$ cat config.mk
export PLATFORM = sky130hd
export DESIGN_NAME = fetch_stage
export DESIGN_NICKNAME = d
export VERILOG_FILES = /design/src/rtl/fetch_stage.sv
export SDC_FILE = /design/constraint.sdc
export NUM_CORES = 1
export LEC_CHECK = 0
export ABC_AREA = 1
export ABC_CLOCK_PERIOD_IN_PS = 1600
export CAP_MARGIN = 20
export CORE_UTILIZATION = 43
export CTS_CLUSTER_DIAMETER = 50
export DETAILED_ROUTE_END_ITERATION = 8
export GPL_ROUTABILITY_DRIVEN = 0
export GPL_TIMING_DRIVEN = 0
export PLACE_DENSITY = 0.79
export SLEW_MARGIN = 20
export SYNTH_ARGS = -nofsm -noshare
export SYNTH_HDL_FRONTEND = slang
export SYNTH_SLANG_ARGS = --single-unit
$ cat constraint.sdc
create_clock -name clk -period 1.6 [get_ports clk]
set_input_delay 0.24 -clock clk [delete_from_list [all_inputs] [get_ports clk]]
set_output_delay 0.24 -clock clk [all_outputs]
set_load 0.01 [all_outputs]
$ cat src/rtl/fetch_stage.sv
// Instruction fetch stage: owns the PC, loads the IF/ID register from combinational imem.
// Latency 1 cycle (imem -> if_instr); holds while if_valid && !id_ready; redirect flushes and reloads PC.
module fetch_stage #(
   parameter int PC_W    = 3,
   parameter int INSTR_W = 16,
   parameter int CNT_W   = 8
) (
   input  logic               clk,
   input  logic               rst_n,
   input  logic               run,
   output logic [PC_W-1:0]    imem_pc,
   input  logic [INSTR_W-1:0] imem_instr,
   input  logic               redirect_valid,
   input  logic [PC_W-1:0]    redirect_pc,
   output logic               if_valid,
   input  logic               id_ready,
   output logic [INSTR_W-1:0] if_instr,
   output logic [PC_W-1:0]    if_pc,
   output logic [CNT_W-1:0]   fetch_cnt
);

   typedef enum logic {EMPTY = 1'b0, FULL = 1'b1} state_t;

   localparam logic [PC_W-1:0]  PC_ONE  = {{(PC_W-1){1'b0}}, 1'b1};
   localparam logic [CNT_W-1:0] CNT_ONE = {{(CNT_W-1){1'b0}}, 1'b1};
   localparam logic [CNT_W-1:0] CNT_MAX = {CNT_W{1'b1}};

   state_t             r_state;
   logic [PC_W-1:0]    r_pc;
   logic [PC_W-1:0]    r_if_pc;
   logic [INSTR_W-1:0] r_if_instr;
   logic [CNT_W-1:0]   r_cnt;

   logic w_valid;
   logic w_load;

   assign w_valid = (r_state == FULL);
   assign w_load  = run && !redirect_valid && (!w_valid || id_ready);

   // Redirect outranks everything: any held word is dropped even if decode is ready.
   always_ff @(posedge clk or negedge rst_n) begin
      if (!rst_n) begin
         r_state    <= EMPTY;
         r_pc       <= '0;
         r_if_pc    <= '0;
         r_if_instr <= '0;
         r_cnt      <= '0;
      end else if (redirect_valid) begin
         r_state <= EMPTY;
         r_pc    <= redirect_pc;
      end else if (w_load) begin
         r_state    <= FULL;
         r_if_instr <= imem_instr;
         r_if_pc    <= r_pc;
         r_pc       <= r_pc + PC_ONE;
         if (r_cnt != CNT_MAX) begin
            r_cnt <= r_cnt + CNT_ONE;
         end
      end else if (w_valid && id_ready) begin
         r_state <= EMPTY;
      end
   end

   assign imem_pc   = r_pc;
   assign if_valid  = w_valid;
   assign if_instr  = r_if_instr;
   assign if_pc     = r_if_pc;
   assign fetch_cnt = r_cnt;

endmodule

# [Word level (Yosys, flattened, before mapping)]
# Index checks and enable logic that the tools add are counted.
[op_classes] eq_ne=1 n_mux=5 addsub=2 bitwise=1 reduce_logical=10
[op_table] op="adder 8 x 1 -> 8 bit (second input constant)" count=1
[op_table] op="!= test 8 bit (second input constant)" count=1
[op_table] op="2-to-1 mux 3 bit" count=2
[op_table] op="adder 3 x 1 -> 3 bit (second input constant)" count=1
[op_table] op="logical AND 1 bit" count=3
[op_table] op="2-to-1 mux 1 bit" count=3
[op_table] op="AND reduction 3 bit" count=1
[op_table] op="nonzero test 3 bit" count=1
[op_table] op="logical NOT 1 bit" count=2
[op_table] op="AND reduction 2 bit" count=1
[op_table] op="nonzero test 2 bit" count=1
[op_table] op="logical OR 1 bit" count=1
[op_table] op="inverter 1 bit" count=1
[totals] register_bits=31 input_bits=24

# [Longest topological paths before layout]
# Gate-level depths: netlist of run 1.
[depth] depth_word=5 depth_mapped=8 ltp_nobuf=8

# [Least setup slack after synthesis of run 1]
# Ideal clock, no wire load.
[synth_timing] kind="register -> register" from="register r_cnt[0], in the netlist fetch_cnt[0]" to="register r_cnt[3], in the netlist fetch_cnt[3]" path_buffers=0 synth_period_minus_slack_ps=1238 setup_slack_ps=362 arrival_ps=1122 path_stages_with_launch=9 cell_sequence="dfrtp_1 > ha_1 > nand3_1 > inv_1 > nand2_1 > nand2_4 > inv_2 > nand2_1 > nand2_1"
[synth_between] elab_chain_cells=2 word_cells_on_any_way=3 cone_classes="add/sub: 1; eq/ne: 1; reduce/logical: 1"
[synth_rtl] item="from (decl)" line_no="32" source="logic [CNT_W-1:0] r_cnt;"
[synth_rtl] item="from (signal assigned)" line_no="57" source="r_cnt <= r_cnt + CNT_ONE;"
[synth_rtl] item="branches (longest 2 deep; another with adder 8 x 1 -> 8 bit)"
# Several ways; the timed one is not identified.
# A chain may end at the register's enable or synchronous reset.

# [Worst setup path in the final report of run 1]
[layout_timing] from="register r_cnt[1], in the netlist fetch_cnt[1]" to="output fetch_cnt[1]"
[layout_lines] item="to (decl)" line_no="19" source="output logic [CNT_W-1:0] fetch_cnt"
# No word-level cell between the ends.

==> impl_metrics.env, run 1 <==
export IMPL_ys_seq_elements=31
export IMPL_vdd_drop_max_v=0.001007
export IMPL_numCtsBuffers=5
export IMPL_path_max_fanout=4
export IMPL_critPathSlowestCell="clkdlybuf4s50_1"
export IMPL_yosys_warnings=0
export IMPL_regArea_um2=777.0
export IMPL_grt_overflow=0
export IMPL_drc=0
export IMPL_drive_gt1_share_pct=12.86
export IMPL_core_area_um2=3053
export IMPL_syn_nets=195
export IMPL_die_w_um=58.83
export IMPL_fin_skew_ns=0.004948
export IMPL_syn_area_um2=1389
export IMPL_clockRootBuffer="clkbuf_4"
export IMPL_synth_simple_area_share_pct=32.97
export IMPL_utilization_pct=70.25
export IMPL_r2r_slack_ns=0.19
export IMPL_clkPwrFrac_pct=26.7
export IMPL_critPathTopFamily="buffers and inverters"
export IMPL_io_pins=55
export IMPL_synthXorXnorAreaFrac_pct=1.892
export IMPL_antenna_found_initial=0
export IMPL_fillers=260
export IMPL_p_seq_share_pct=41.7
export IMPL_cp_arrival_ns=1.31
export IMPL_post_route_period_util_pct=96.97
export IMPL_routed_wl_um=3071
export IMPL_cp_buffers_inverters=1
export IMPL_power_density_nw_per_um2=1127
export IMPL_p_int_mw=1.723
export IMPL_via_per_inst=4.484
export IMPL_grt_pass1_vias=1147
export IMPL_drt_iter0_markers=36
export IMPL_cts_tree="yes"
export IMPL_postRouteAntennaNets=0
export IMPL_synth_top_family_by_area="simple AND/OR/NAND/NOR gates"
export IMPL_grt_max_degree=32
export IMPL_grtUsageTotal_pct=19.45
export IMPL_rr_worst_depth=9
export IMPL_synth_compound_area_share_pct=1.982
export IMPL_maxCapViolations=0
export IMPL_cp_start_kind="flip-flop"
export IMPL_clockBufferDepth=2
export IMPL_relSlewSlack_pct=55.32
export IMPL_p_total_mw=2.416
export IMPL_p_leak_nw=1.082
export IMPL_yosysUniqueCellTypes=21
export IMPL_hold_start="imem_instr[6]"
export IMPL_worstMarginPinSlew_ns=0.6702
export IMPL_setup_violations=0
export IMPL_max_clock_freq_mhz=644.6
export IMPL_crit_type="reg2out"
export IMPL_multi_input_area_um2=536.8
export IMPL_worstHoldEndpoint="if_instr[6]"
export IMPL_synthAdderAreaFrac_pct=1.802
export IMPL_nets=266
export IMPL_drtPass1Iterations=4
export IMPL_muxShareOfSynthArea_pct=0
export IMPL_htreeDepth=2
export IMPL_diodes=0
export IMPL_avgRoutedWirePerCell_um=10.78
export IMPL_finalMaxSlewViolations=0
export IMPL_rr_startpoint="fetch_cnt[1]"
export IMPL_outcome="completed"
export IMPL_die_area_um2=3461
export IMPL_clock_sinks=31
export IMPL_clkSlewWorstSetupHoldPaths_ns=0.10
export IMPL_synthCells=169
export IMPL_p_sw_share_pct=28.69
export IMPL_path_cells="clkdlybuf4s50_1"
export IMPL_endpoint_kind="primary output"
export IMPL_seq_area_frac_synth_pct=55.86
export IMPL_final_setup_tns_ns=0
export IMPL_vias=1278
export IMPL_slowest_delay_ns=0.56
export IMPL_dpl_hpwl_um=2055
export IMPL_syn_area_per_cell_um2=8.218
export IMPL_grt_pass1_wl_um=4947
export IMPL_die_h_um=58.83
export IMPL_r2r_end="fetch_cnt[3]"
export IMPL_hold_path_class="in2reg"
export IMPL_hold_depth=3
export IMPL_clk_latency_ns=0.33
export IMPL_final_hold_viol_count=0
export IMPL_start_util_pct=45.49
export IMPL_combPwrFrac_pct=31.7
export IMPL_areaGrowthSynthToFinish_pct=54.41
export IMPL_io_buffers=54
export IMPL_num_rows=20
export IMPL_critPathRequiredTime_ns=1.36
export IMPL_fin_crit_ns=1.551
export IMPL_power_net_switching_uw=693.3
-- cells in the final DEF (no fill, tap or decap), types with 2 or more instances in the layout --
cell type	count
buf_2	3
clkbuf_4	5
nor2_1	4
nand2_1	95
nand3_1	7
xnor2_1	2
dfrtp_1	30
nand2_4	2
ha_1	2
clkdlybuf4s50_1	53
inv_1	10
o21ai_0	2
nor2_2	2
buf_4	10
-- worst min-delay path: cells and delay by family --
kind          cells  cell delay, ns
buf+inv           1            0.39
simple gates      2            0.10
-- how the worst max path moves through the flow --
stage / slack, ns / to / start / cells past startpoint
finish: 0.05 / fetch_cnt[1] / fetch_cnt[1] / 1
global route: -0.004 / fetch_cnt[1] / fetch_cnt[1] / 1
CTS: 0.006 / fetch_cnt[3] / fetch_cnt[3] / 1
detailed placement: 0.03 / imem_pc[0] / redirect_valid / 8
global placement: -0.31 / if_instr[13] / rst_n / 1
floorplan: 0.36 / fetch_cnt[3] / fetch_cnt[0] / 8
-- repair_timing --
item	in CTS	in global routing
endpoints found under the hold margin	31	0
hold buffers	1	0
gates resized for setup	0	1
gates cloned	0	0
endpoints found under the setup margin	3	5
setup buffers	3	6
-- cell usage after synthesis --
| cell type | n | share of area [%] |
|---|---|---|
| ha_1 | 2 | 1.8 |
| nand3_1 | 7 | 2.5 |
| o21ai_0 | 2 | 0.72 |
| o211ai_1 | 1 | 0.54 |
| nand2_4 | 2 | 1.6 |
| inv_4 | 1 | 0.45 |
| nand2_2 | 1 | 0.45 |
| inv_2 | 1 | 0.27 |
| nand3_2 | 1 | 0.72 |
| xnor2_1 | 2 | 1.3 |
| nand2_1 | 95 | 26 |
| dfrtp_1 | 31 | 56 |
| buf_6 | 1 | 0.81 |
| buf_2 | 2 | 0.72 |
| xor2_1 | 1 | 0.63 |
| nor2_1 | 4 | 1.1 |
| inv_1 | 10 | 2.7 |
| nor2_2 | 2 | 0.90 |
| a21oi_1 | 1 | 0.36 |
| o21ai_1 | 1 | 0.36 |
| buf_4 | 1 | 0.54 |
-- layer usage --
layer / up-vias / global-route usage, % / wire [um]
met5: - / 0 / 0
met4: 0 / 9.184 / 57
met3: 6 / 7.253 / 233
met2: 46 / 30.36 / 1415
met1: 568 / 23.82 / 1366
li1: 658 / - / -
-- area by class of cell --
type / count / share of cell area [%]
flip-flops and latches: 31 / 36.23
clock inverters: 2 / 1.634
multi-input cells: 122 / 25.03
well taps: 44 / 2.567
clock buffers: 6 / 2.392
repair buffers: 64 / 28.59
inverters: 12 / 2.217
plain buffers: 4 / 1.342
-- per-stage QoR --
stage / instances / cell area [um^2] / worst slack, ns / hold WS [ns]
after floorplan: 169 / 1389 / 0.3617 / -0.05559
after detailed placement: 267 / 1979 / 0.02767 / 0.3180
after global placement: 267 / 1984 / -0.3130 / 0.4603
final: 285 / 2145 / 0.04853 / 0.4330
after CTS: 279 / 2098 / 0.006000 / 0.4213
after global routing: 285 / 2145 / -0.003792 / 0.4352
-- sequential cells by signal (all words and copies together) (netlist names) --
signal / cells
if_pc: 3
if_instr: 16
fetch_cnt: 8
imem_pc: 3
if_valid: 1
-- power groups by stage --
stage	Clock (mW)	Combinational [mW]	Sequential, mW
2_1_floorplan	0	0.215	1.09
3_3_place_gp	0	0.643	1.03
3_5_place_dp	0	0.651	1.04
4_1_cts	0.662	0.716	1.01
5_1_grt	0.692	0.848	1.02
6_report	0.644	0.765	1.01
-- cells by family (layout without fill, tap and decap cells) --
logic type / count (synthesis) / after routing
AO/OA/AOI/OAI: 5 / 5
XOR/XNOR: 3 / 3
adder cells (fa/ha/maj): 2 / 2
buffers and inverters: 16 / 88
flip-flops: 31 / 31
AND/OR/NAND/NOR: 112 / 112
No activity file was read; power rests on OpenSTA's default activity.
==> run 2: changes to the inputs <==
--- a/config.mk
+++ b/config.mk
@@ -13,7 +13,8 @@
 export DETAILED_ROUTE_END_ITERATION = 8
 export GPL_ROUTABILITY_DRIVEN = 0
 export GPL_TIMING_DRIVEN = 0
-export PLACE_DENSITY = 0.79
+export PLACE_DENSITY = 0.8
+export REMOVE_ABC_BUFFERS = 1
 export SLEW_MARGIN = 20
 export SYNTH_ARGS = -nofsm -noshare
 export SYNTH_HDL_FRONTEND = slang
==> run 2 against run 1 <==
Net effect: power fell by 3.2%; clock power shrank 0.8%; sequential power hardly changed; worst hold slack worse by 0.0016 ns.
==> impl_metrics.env, run 2 (synthesis results as in run 1) <==
export IMPL_numCtsBuffers=5
export IMPL_cp_start_kind="flip-flop"
export IMPL_regArea_um2=778.2
export IMPL_critPathRequiredTime_ns=1.36
export IMPL_drive_gt1_share_pct=11.06
export IMPL_fin_crit_ns=1.522
export IMPL_die_area_um2=3461
export IMPL_postRouteAntennaNets=0
export IMPL_io_pins=55
export IMPL_relSlewSlack_pct=54.05
export IMPL_clkSlewWorstSetupHoldPaths_ns=0.10
export IMPL_r2r_slack_ns=0.25
export IMPL_areaGrowthSynthToFinish_pct=51.71
export IMPL_p_int_mw=1.682
export IMPL_vdd_drop_max_v=0.0006459
export IMPL_outcome="completed"
export IMPL_critPathTopFamily="buffers and inverters"
export IMPL_fillers=261
export IMPL_fin_skew_ns=0.003253
export IMPL_dpl_hpwl_um=1893
export IMPL_max_clock_freq_mhz=657.2
export IMPL_die_h_um=58.83
export IMPL_diodes=0
export IMPL_worstMarginPinSlew_ns=0.6893
export IMPL_cp_buffers_inverters=1
export IMPL_path_cells="clkdlybuf4s50_1"
export IMPL_rsz0062_at_grt="false"
export IMPL_post_route_period_util_pct=95.09
export IMPL_rr_worst_depth=7
export IMPL_clkPwrFrac_pct=27.3
export IMPL_multi_input_area_um2=536.8
export IMPL_die_w_um=58.83
export IMPL_grt_max_degree=32
export IMPL_htreeDepth=2
export IMPL_r2r_end="fetch_cnt[3]"
export IMPL_drtPass1Iterations=4
export IMPL_slowest_delay_ns=0.54
export IMPL_clk_latency_ns=0.33
export IMPL_maxCapViolations=0
export IMPL_nets=260
export IMPL_hold_start="imem_instr[7]"
export IMPL_hold_path_class="in2reg"
export IMPL_most_common_layout_cells="nand2_1, clkdlybuf4s50_1, dfrtp_1"
export IMPL_power_net_switching_uw=658.2
export IMPL_largest_register_ffs=16
export IMPL_crit_type="reg2out"
export IMPL_avgRoutedWirePerCell_um=10.16
export IMPL_final_common_cell="nand2_1"
export IMPL_setup_violations=0
export IMPL_path_max_fanout=5
export IMPL_drc=0
export IMPL_power_density_nw_per_um2=1111
export IMPL_p_sw_share_pct=28.13
export IMPL_critPathSlowestCell="clkdlybuf4s50_1"
export IMPL_worstHoldEndpoint="if_instr[7]"
export IMPL_dpl_cell_count=263
export IMPL_grt_pass1_vias=1144
export IMPL_finalMaxSlewViolations=0
export IMPL_start_util_pct=45.49
export IMPL_grt_overflow=0
export IMPL_final_cells=279
export IMPL_p_seq_share_pct=43.1
export IMPL_clockBufferDepth=2
export IMPL_core_area_um2=3053
export IMPL_rr_startpoint="if_valid"
export IMPL_via_per_inst=4.459
export IMPL_vias=1244
export IMPL_cts_tree="yes"
export IMPL_hold_depth=3
export IMPL_routed_wl_um=2836
export IMPL_final_hold_viol_count=0
export IMPL_clockRootBuffer="clkbuf_4"
export IMPL_grtUsageTotal_pct=19.50
export IMPL_io_buffers=54
export IMPL_drt_iter0_markers=48
export IMPL_endpoint_kind="primary output"
export IMPL_combPwrFrac_pct=29.6
export IMPL_clock_sinks=31
export IMPL_antenna_found_initial=0
export IMPL_grt_pass1_wl_um=4947
export IMPL_p_total_mw=2.340
export IMPL_cp_arrival_ns=1.28
export IMPL_p_leak_nw=1.077
export IMPL_num_rows=20
## run 2: cell count changes in the layout (fill, tap and decap cells not counted), sizes merged
cell           change
dlymetal6s2s       +2
buf                -6
clkdlybuf4s50      -2
## run 2: cell type report
| cell class | instances | area share, % |
|---|---|---|
| Timing Repair Buffer | 62 | 28.62 |
| Sequential cell | 31 | 36.94 |
| Tap cell | 44 | 2.613 |
| Clock buffer | 6 | 2.435 |
| Multi-Input combinational cell | 122 | 25.48 |
| Clock inverter | 2 | 1.663 |
| Inverter | 12 | 2.257 |
## run 2: how the worst max path moves through the flow
| stage | from | to | slack [ns] | cells past startpoint |
|---|---|---|---|---|
| after detailed placement | redirect_valid | fetch_cnt[1] | -0.20 | 8 |
| after global routing | fetch_cnt[3] | fetch_cnt[3] | 0.004 | 1 |
| after global placement | rst_n | fetch_cnt[5] | -0.29 | 1 |
| final | fetch_cnt[3] | fetch_cnt[3] | 0.08 | 1 |
| after CTS | fetch_cnt[0] | fetch_cnt[0] | 0.01 | 1 |
| after floorplan | fetch_cnt[0] | fetch_cnt[3] | 0.36 | 8 |
## run 2: routing by layer
metal / part of all wire (%) / track usage, % / wire [um] / vias up
li1: - / - / - / 644
met1: 45 / 23.26 / 1281 / 554
met2: 45 / 30.84 / 1284 / 41
met3: 7.4 / 7.692 / 209 / 5
met4: 2.2 / 9.184 / 61 / 0
met5: 0 / 0 / 0 / -
## run 2: per-stage QoR
step           setup slack, ns  hold WS, ns  setup TNS [ns]  util (%)  area, um^2
2_1_floorplan           0.3609     -0.05559               0         -        1360
3_3_place_gp           -0.2890       0.4611          -10.24     64.06        1956
3_5_place_dp           -0.2012       0.3281          -1.627     63.89        1951
4_1_cts                0.01076       0.4184               0     67.30        2054
5_1_grt               0.003701       0.4231               0     69.02        2107
6_report               0.07848       0.4314               0     69.02        2107
## run 2: power groups by stage
stage	clock, mW	combinational, mW	sequential [mW]
after CTS	0.661	0.655	1.02
after global placement	0	0.632	1.04
after detailed placement	0	0.640	1.04
final	0.639	0.692	1.01
after floorplan	0	0.207	1.09
after global routing	0.708	0.768	1.03
## run 2: repair_timing
action,4_1_cts,5_1_grt
hold buffers,1,0
buffers inserted,1,6
pin swaps,0,0
resized for setup,0,4
endpoints found under the setup margin,1,9
hold endpoints to repair,31,0
==> run 3: changes to the inputs <==
--- a/config.mk
+++ b/config.mk
@@ -10,9 +10,9 @@
 export CAP_MARGIN = 20
 export CORE_UTILIZATION = 43
 export CTS_CLUSTER_DIAMETER = 50
+export CTS_CLUSTER_SIZE = 8
 export DETAILED_ROUTE_END_ITERATION = 8
 export GPL_ROUTABILITY_DRIVEN = 0
-export GPL_TIMING_DRIVEN = 0
 export PLACE_DENSITY = 0.8
 export REMOVE_ABC_BUFFERS = 1
 export SLEW_MARGIN = 20
==> run 3 against run 2 <==
Net effect: first-iteration DRC count up 4.2%; worst hold slack worse by 0.14 ns; clock power down 20%; combinational power down 0.9%; setup slack worse by 0.012 ns; largest cell class unchanged; highest routed layer unchanged.
==> impl_metrics.env, run 3 (synthesis results as in run 1) <==
export IMPL_outcome="completed"
export IMPL_dpl_hpwl_um=2171
export IMPL_avgRoutedWirePerCell_um=10.49
export IMPL_numCtsBuffers=5
export IMPL_grt_pass1_wl_um=4940
export IMPL_vias=1256
export IMPL_drtPass1Iterations=4
export IMPL_final_setup_tns_ns=0
export IMPL_final_hold_viol_count=0
export IMPL_clkSlewWorstSetupHoldPaths_ns=0.10
export IMPL_fin_crit_ns=1.533
export IMPL_antenna_found_initial=0
export IMPL_areaGrowthSynthToFinish_pct=52.52
export IMPL_grt_busiest_layer="met2"
export IMPL_path_cells="clkdlybuf4s50_1"
export IMPL_die_w_um=58.83
export IMPL_htreeDepth=2
export IMPL_use_met1_pct=23.02
export IMPL_postRouteAntennaNets=0
export IMPL_grtUsageTotal_pct=19.45
export IMPL_worstMarginPinSlew_ns=0.3759
export IMPL_num_rows=20
export IMPL_final_common_cell="nand2_1"
export IMPL_die_area_um2=3461
export IMPL_critPathTopFamily="buffers and inverters"
export IMPL_start_util_pct=45.49
export IMPL_clockBufferDepth=2
export IMPL_max_clock_freq_mhz=652.2
export IMPL_cts_tree="yes"
export IMPL_clock_sinks=31
export IMPL_io_pins=55
export IMPL_critPathRequiredTime_ns=1.36
export IMPL_rsz0062_at_grt="false"
export IMPL_clockRootBuffer="clkbuf_4"
export IMPL_nets=263
export IMPL_clk_latency_ns=0.33
export IMPL_endpoint_kind="primary output"
export IMPL_most_common_layout_cells="nand2_1, clkdlybuf4s50_1, dfrtp_1"
export IMPL_drive_gt1_share_pct=12.18
export IMPL_post_route_period_util_pct=95.83
export IMPL_grt_max_degree=32
export IMPL_core_area_um2=3053
export IMPL_die_h_um=58.83
export IMPL_cp_start_kind="flip-flop"
export IMPL_io_buffers=54
export IMPL_setup_violations=0
export IMPL_power_density_nw_per_um2=1047
export IMPL_diodes=0
export IMPL_path_max_fanout=4
export IMPL_crit_type="reg2out"
export IMPL_vdd_drop_max_v=0.0005038
export IMPL_maxCapViolations=0
export IMPL_finalMaxSlewViolations=0
export IMPL_relSlewSlack_pct=74.94
export IMPL_cp_arrival_ns=1.29
export IMPL_fillers=254
export IMPL_multi_input_area_um2=536.8
export IMPL_p_leak_nw=1.103
export IMPL_grt_pass1_vias=1145
export IMPL_grt_use_met3_pct=6.593
export IMPL_whs_ns=0.2908
export IMPL_routed_wl_um=2958
export IMPL_grt_overflow=0
export IMPL_via_per_inst=4.454
export IMPL_layout_setup_ws_ns=0.06679
export IMPL_ctsHoldBuffers=0
export IMPL_use_met2_pct=31.01
export IMPL_preCtsSetupSlack_ns=0.09335
export IMPL_critPathSlowestCell="clkdlybuf4s50_1"
export IMPL_hold_path_class="in2async"
export IMPL_drt_iter0_markers=50
export IMPL_drc=0
export IMPL_regArea_um2=779.5
export IMPL_largest_register_ffs=16
export IMPL_cp_buffers_inverters=1
export IMPL_slowest_delay_ns=0.56
export IMPL_fin_skew_ns=0.01117
[run 3: cell count changes in the layout (fill, tap and decap cells not counted), sizes merged]
cell / change
bufinv: -1
clkbuf: +2
buf: +3
clkinv: -1
dlymetal6s2s: +1
dlygate4sd3: -1
[run 3: worst paths after layout]
check / cells past startpoint / end / slack (ns) / from
worst max-delay path: 1 / fetch_cnt[4] / 0.07 / fetch_cnt[4]
worst min-delay path: 2 / if_pc[1] / 0.29 / rst_n
worst max register to register: 8 / fetch_cnt[1] / 0.27 / fetch_cnt[0]
worst min register to register: 2 / if_instr[11] / 0.48 / if_instr[11]
max in group asynchronous: 2 / fetch_cnt[5] / 1.02 / rst_n
min in group clk: 3 / if_instr[10] / 0.43 / imem_instr[10]
[run 3: where the power goes]
part	switching (mW)	leakage, nW	internal [mW]
sequential	0.102	0.383	0.916
clock	0.255	0.0386	0.258
combinational	0.293	0.682	0.393
total	0.651	1.10	1.57
[run 3: metrics by stage]
| stage | power (mW) | utilization [%] | instances | area [um^2] |
|---|---|---|---|---|
| floorplan | 1.296 | - | 165 | 1360 |
| global placement | 1.684 | 65.04 | 267 | 1986 |
| detailed placement | 1.695 | 65.04 | 267 | 1986 |
| CTS | 2.217 | 67.34 | 275 | 2056 |
| global route | 2.371 | 69.39 | 282 | 2118 |
| finish | 2.218 | 69.39 | 282 | 2118 |
[run 3: routing by layer]
layer / wire length (um) / share of wire, %
met4: 70 / 2.4
met2: 1433 / 48
met5: 0 / 0
met1: 1273 / 43
met3: 181 / 6.1
[run 3: area by class of cell]
cell class              count  area share (%)
well taps                  44           2.599
multi-input cells         122           25.34
flip-flops and latches     31           36.80
clock buffers               8           3.249
inverters                  12           2.245
repair buffers             65           29.77
[run 3: what timing repair did]
item / CTS / global route
setup endpoints to repair: 1 / 8
pin swaps: 0 / 0
gates resized for setup: 1 / 5
buffers inserted: 0 / 7
[run 3: worst reg2reg max path: stages (launching register included)]
cell and delay [ns]:
dfrtp_2 0.45, ha_1 0.24, nand3_1 0.13, inv_1 0.06
nand2_1 0.09, nand2_4 0.09, inv_2 0.10, nand2_1 0.05
nand2_1 0.06
